==> src/rtl/ethernet_mii_receive.sv <==
// MII receive path: oversamples the PHY receive pins on the system clock and turns
// nibbles into a byte stream with sof/eof markers, length and FCS/framing status.
module ethernet_mii_receive #(
    parameter int unsigned MAX_BYTES = 1522,
    parameter int unsigned MIN_BYTES = 64
) (
    input  logic        clk,
    input  logic        reset,
    input  logic        eth_rx_clk,
    input  logic        eth_rx_dv,
    input  logic        eth_rx_er,
    input  logic [3:0]  eth_rx_d,
    output logic [7:0]  data,
    output logic        valid,
    output logic        sof,
    output logic        eof,
    output logic        crc_ok,
    output logic        error,
    output logic [15:0] length
);

    localparam logic [15:0] MaxLen     = 16'(MAX_BYTES);
    localparam logic [15:0] MinLen     = 16'(MIN_BYTES);
    localparam logic [31:0] CrcInit    = 32'hFFFF_FFFF;
    localparam logic [31:0] CrcPoly    = 32'hEDB8_8320;
    localparam logic [31:0] CrcResidue = 32'hDEBB_20E3;

    typedef enum logic [1:0] {
        StDrop,
        StIdle,
        StPreamble,
        StData
    } state_e;

    logic [1:0]  rx_clk_sync;
    logic [1:0]  dv_sync;
    logic [1:0]  er_sync;
    logic [3:0]  d_meta;
    logic [3:0]  d_sync;
    logic        rx_clk_prev;
    logic        sample;

    state_e      state;
    logic [31:0] crc;
    logic [15:0] count;
    logic        phase;
    logic [3:0]  low_nib;
    logic        err_sticky;
    logic        sof_pend;
    logic [7:0]  rx_byte;

    always_ff @(posedge clk) begin
        if (reset) begin
            rx_clk_sync <= 2'b00;
            dv_sync     <= 2'b00;
            er_sync     <= 2'b00;
            d_meta      <= 4'h0;
            d_sync      <= 4'h0;
            rx_clk_prev <= 1'b0;
        end else begin
            rx_clk_sync <= {rx_clk_sync[0], eth_rx_clk};
            dv_sync     <= {dv_sync[0], eth_rx_dv};
            er_sync     <= {er_sync[0], eth_rx_er};
            d_meta      <= eth_rx_d;
            d_sync      <= d_meta;
            rx_clk_prev <= rx_clk_sync[1];
        end
    end

    // One sample per PHY clock: the cycle the synchronised rx clock first reads high.
    assign sample  = rx_clk_sync[1] & ~rx_clk_prev;
    assign rx_byte = {d_sync, low_nib};

    function automatic logic [31:0] crc_next(input logic [31:0] crc_in, input logic [7:0] b);
        logic [31:0] c;
        c = crc_in ^ {24'h0, b};
        for (int i = 0; i < 8; i++) begin
            c = c[0] ? ((c >> 1) ^ CrcPoly) : (c >> 1);
        end
        return c;
    endfunction

    always_ff @(posedge clk) begin
        if (reset) begin
            state      <= StDrop;
            crc        <= CrcInit;
            count      <= 16'h0;
            phase      <= 1'b0;
            low_nib    <= 4'h0;
            err_sticky <= 1'b0;
            sof_pend   <= 1'b0;
            data       <= 8'h0;
            valid      <= 1'b0;
            sof        <= 1'b0;
            eof        <= 1'b0;
            crc_ok     <= 1'b0;
            error      <= 1'b0;
            length     <= 16'h0;
        end else begin
            data   <= 8'h0;
            valid  <= 1'b0;
            sof    <= 1'b0;
            eof    <= 1'b0;
            crc_ok <= 1'b0;
            error  <= 1'b0;
            length <= 16'h0;
            if (sample) begin
                unique case (state)
                    StDrop: begin
                        if (!dv_sync[1]) state <= StIdle;
                    end
                    StIdle: begin
                        if (dv_sync[1]) begin
                            state <= (d_sync == 4'h5) ? StPreamble : StDrop;
                        end
                    end
                    StPreamble: begin
                        if (!dv_sync[1]) begin
                            state <= StIdle;
                        end else if (d_sync == 4'hD) begin
                            state      <= StData;
                            phase      <= 1'b0;
                            count      <= 16'h0;
                            err_sticky <= 1'b0;
                            crc        <= CrcInit;
                            sof_pend   <= 1'b1;
                        end else if (d_sync != 4'h5) begin
                            state <= StDrop;
                        end
                    end
                    StData: begin
                        if (dv_sync[1]) begin
                            if (er_sync[1]) err_sticky <= 1'b1;
                            if (!phase) begin
                                low_nib <= d_sync;
                                phase   <= 1'b1;
                            end else begin
                                phase <= 1'b0;
                                crc   <= crc_next(crc, rx_byte);
                                if (count < MaxLen) begin
                                    count    <= count + 16'd1;
                                    data     <= rx_byte;
                                    valid    <= 1'b1;
                                    sof      <= sof_pend;
                                    sof_pend <= 1'b0;
                                end else begin
                                    // Oversize: stop emitting, pin count one past the limit.
                                    count      <= MaxLen + 16'd1;
                                    err_sticky <= 1'b1;
                                end
                            end
                        end else begin
                            state  <= StIdle;
                            eof    <= 1'b1;
                            length <= count;
                            crc_ok <= (crc == CrcResidue);
                            error  <= err_sticky | phase | (count < MinLen) | (count > MaxLen);
                        end
                    end
                    default: state <= StDrop;
                endcase
            end
        end
    end

endmodule

==> config.mk <==
export PLATFORM = sky130hd
export DESIGN_NAME = ethernet_mii_receive
export DESIGN_NICKNAME = d
export VERILOG_FILES = /design/src/rtl/ethernet_mii_receive.sv
export SDC_FILE = /design/constraint.sdc
export NUM_CORES = 1
export LEC_CHECK = 0
export BUFFER_PORTS_ARGS = -buffer_cell sky130_fd_sc_hd__buf_4
export CORE_UTILIZATION = 50
export DETAILED_ROUTE_END_ITERATION = 6
export GPL_TIMING_DRIVEN = 0
export MAX_ROUTING_LAYER = met4
export PLACE_DENSITY = 0.79
export SYNTH_ARGS = -nofsm -noshare
export SYNTH_HDL_FRONTEND = slang
export SYNTH_SLANG_ARGS = --single-unit
==> constraint.sdc <==
create_clock -name clk -period 2.88 [get_ports clk]
set_input_delay 0.144 -clock clk [delete_from_list [all_inputs] [get_ports clk]]
set_output_delay 0.144 -clock clk [all_outputs]
set_load 0.02 [all_outputs]
==> metrics.txt <==
htree depth=3; P_leak=1.91 nW; first-pass GRT wire length=15200 µm; Total Wirelength=9270 µm; CP delay by family, top=buffers and inverters; postcts setup bufs=0; grt ovf=0; Worst Skew=0.0125 ns; Inserted Diodes=0; Synth area leader=dfxtp_1; Power Dens Cells=473 mW/mm²; Rel. slew slack=40.8%; vias in the first global route=3189; Die X=95.2 µm; Routed Antenna Nets=0; critical-path cell with the highest stage delay=a221o_1; DIE AREA=0.00907 mm²; Clock Tree Buf Depth=2; share of total power in the clock network=34.6%; final period demand of the worst path=2.38 ns; CTS Buf Count=9; Post-Synthesis Cell Area=0.00435 mm²; largest net degree at the start of global routing=17; slowest stage delay, CP=0.41 ns; total negative slack=0 ns; die height=95.2 µm; Pwr Total=2.35 mW; core box area=0.00830 mm²; port bufs=36; DRT iter0 DRCs=156; Worst setup EP type=flip-flop; Worst-path clk slew=0.10 ns; worst setup path class=flip-flop to flip-flop; Synth Flop Type=dfxtp_1; Root Buffer=clkbuf_8; Synth warnings=0; Post-Place Cells=582; initial antenna violation count=0; Worst Setup Start Kind=flip-flop; Gate Count Post-Synth=441; status=finished clean; critical path cell sequence=inv_1 -> ha_1 -> clkbuf_1 -> nand2b_1 -> a221o_1 -> nand2_1 -> buf_2 -> nor2_1 -> a21oi_1; GR Util All Layers=22.7%; RSZ-0062 raised after global routing=no; clk sinks=101; RePlAce Congestion=0.936; Hold WC Path Type=input port to flip-flop; commonest non-fill, non-tap cells in the layout=dfxtp_1, a21oi_1, nor2_1; Syn Area/Cell=9.86 µm²; Post-DP HPWL=6670 µm; Crit Path Max Fanout=10; Fmax=0.421 GHz; fin crit share=82.5%; worst setup margin=0.503 ns; final hold viol count=0; Initial Utilization=52.4%; post-synthesis register bit count=101; EDFF count, synth=0; Syn Nets=455; Boundary Pins=38; Combinational Power Share=5.2%; Max Transition Viols Final=0; CP required=3.19 ns; Layout area overhead=14.3%; sw frac=24.2%; Psw=0.567 mW; final cell count without fillers=603; sequential share of the synthesized area=46.5%; arrival time at the worst endpoint=2.68 ns; FFs w/ async S/R, synth=0%; routed via count divided by cell count=5.46; via count=3295; worst hold slack=0.00454 ns; area of placed instances=0.00475 mm²; final setup vio count=0; design area=0.00497 mm²; post-synth top area share=46.5%; worst path buffer plus inverter count=3; Residual DRC=0; wire per inst=15.4 µm; Internal Power=1.78 mW; ranking of synthesized cells by area=dfxtp_1, xnor2_1, a21oi_1; DRT Pass-1 Iters=4; FP Rows=33; Clock Latency Late Sink=0.37 ns; commonest non-fill, non-tap cell in the layout=dfxtp_1; TritonCTS clock tree=built; share of layout cells above drive strength 1=14.7%; Netlist cell types=54; Max Cap Viol=0; worst slew pin tran=0.882 ns; nets=507; Reg power frac=60.1%; Layout Utilization=59.9%; DP Worst Slack=0.507 ns; VDD IR max=259 µV
synth_stat cells, types with 3 or more instances:
cell type,n
and3_1,4
nand2_1,21
a21oi_1,40
and2_1,26
dfxtp_1,101
a22o_1,5
xnor2_2,8
nand3_1,5
inv_1,10
xnor2_1,34
nor2_1,40
or3_1,4
nand4b_1,4
xor2_1,22
nor4_1,5
ha_1,5
o22ai_1,3
nand2b_1,6
mux2i_1,5
nor2b_1,17
nor3_1,9
a21o_1,3
o21ai_0,9
buf_2,5
nand3b_1,3
clkbuf_1,9
nand4_1,4
power by group through the flow:
stage,sequential [mW],combinational (mW),clock [mW]
2_1_floorplan,1.44,0.0899,0
3_3_place_gp,1.44,0.113,0
3_5_place_dp,1.44,0.117,0
4_1_cts,1.41,0.122,0.812
5_1_grt,1.41,0.133,0.883
6_report,1.41,0.122,0.813
worst register-to-register path, stage by stage (launching register included):
cell      delay, ns
dfxtp_1        0.36
inv_1          0.07
ha_1           0.13
clkbuf_1       0.34
nand2b_1       0.17
a221o_1        0.41
nand2_1        0.34
buf_2          0.30
nor2_1         0.07
a21oi_1        0.13
flip-flops by register name (all words and copies together) (netlist names):
register,cells
crc,32
count,16
length,16
data,8
d_meta,4
d_sync,4
low_nib,4
dv_sync,2
er_sync,2
rx_clk_sync,2
state,2
crc_ok,1
eof,1
err_sticky,1
error,1
phase,1
rx_clk_prev,1
sof,1
sof_pend,1
valid,1
metal layers:
| metal | track usage [%] | part of all wire (%) | vias to the layer above | wire, µm |
|---|---|---|---|---|
| li1 | - | - | 1619 | - |
| met1 | 28.5 | 45 | 1581 | 4210 |
| met2 | 36.3 | 49 | 86 | 4510 |
| met3 | 5.50 | 4.9 | 9 | 451 |
| met4 | 6.44 | 1.0 | 0 | 95 |
| met5 | - | 0 | - | 0 |
what timing repair did:
action | CTS | global route
endpoints found under the setup margin | 0 | 0
hold buffers | 4 | 1
resized for setup | 0 | 0
endpoints found under the hold margin | 4 | 1
area by class of cell:
| type | instances | area, µm² |
|---|---|---|
| clock inverter | 5 | 37.5 |
| fill | 719 | 3330 |
| multi-input combinational | 316 | 2230 |
| clock buffer | 11 | 131 |
| tap | 105 | 131 |
| inverter | 10 | 37.5 |
| buffer | 14 | 58.8 |
| sequential | 101 | 2020 |
| timing repair buffer | 41 | 320 |
final timing paths:
path,start,to,slack (ns),cells past startpoint
setup / recovery,state[0]$_SDFFE_PP0P_,crc[2]$_SDFFE_PP1P_,0.50,9
hold / removal,eth_rx_d[1],d_meta[1]$_SDFF_PP0_,0.005,2
setup reg to reg,state[0]$_SDFFE_PP0P_,crc[2]$_SDFFE_PP1P_,0.50,9
hold reg to reg,d_meta[0]$_SDFF_PP0_,d_sync[0]$_SDFF_PP0_,0.43,1
cell families after synthesis:
logic type,count (synthesis),synth area share (%)
flip-flops,101,46.5
AO/OA/AOI/OAI,79,11.5
XOR/XNOR,69,17.2
AND/OR/NAND/NOR,158,19.9
multiplexers,5,1.15
buffers and inverters,24,2.22
adder cells (fa/ha/maj),5,1.44
No activity file was read; power rests on OpenSTA's default activity.
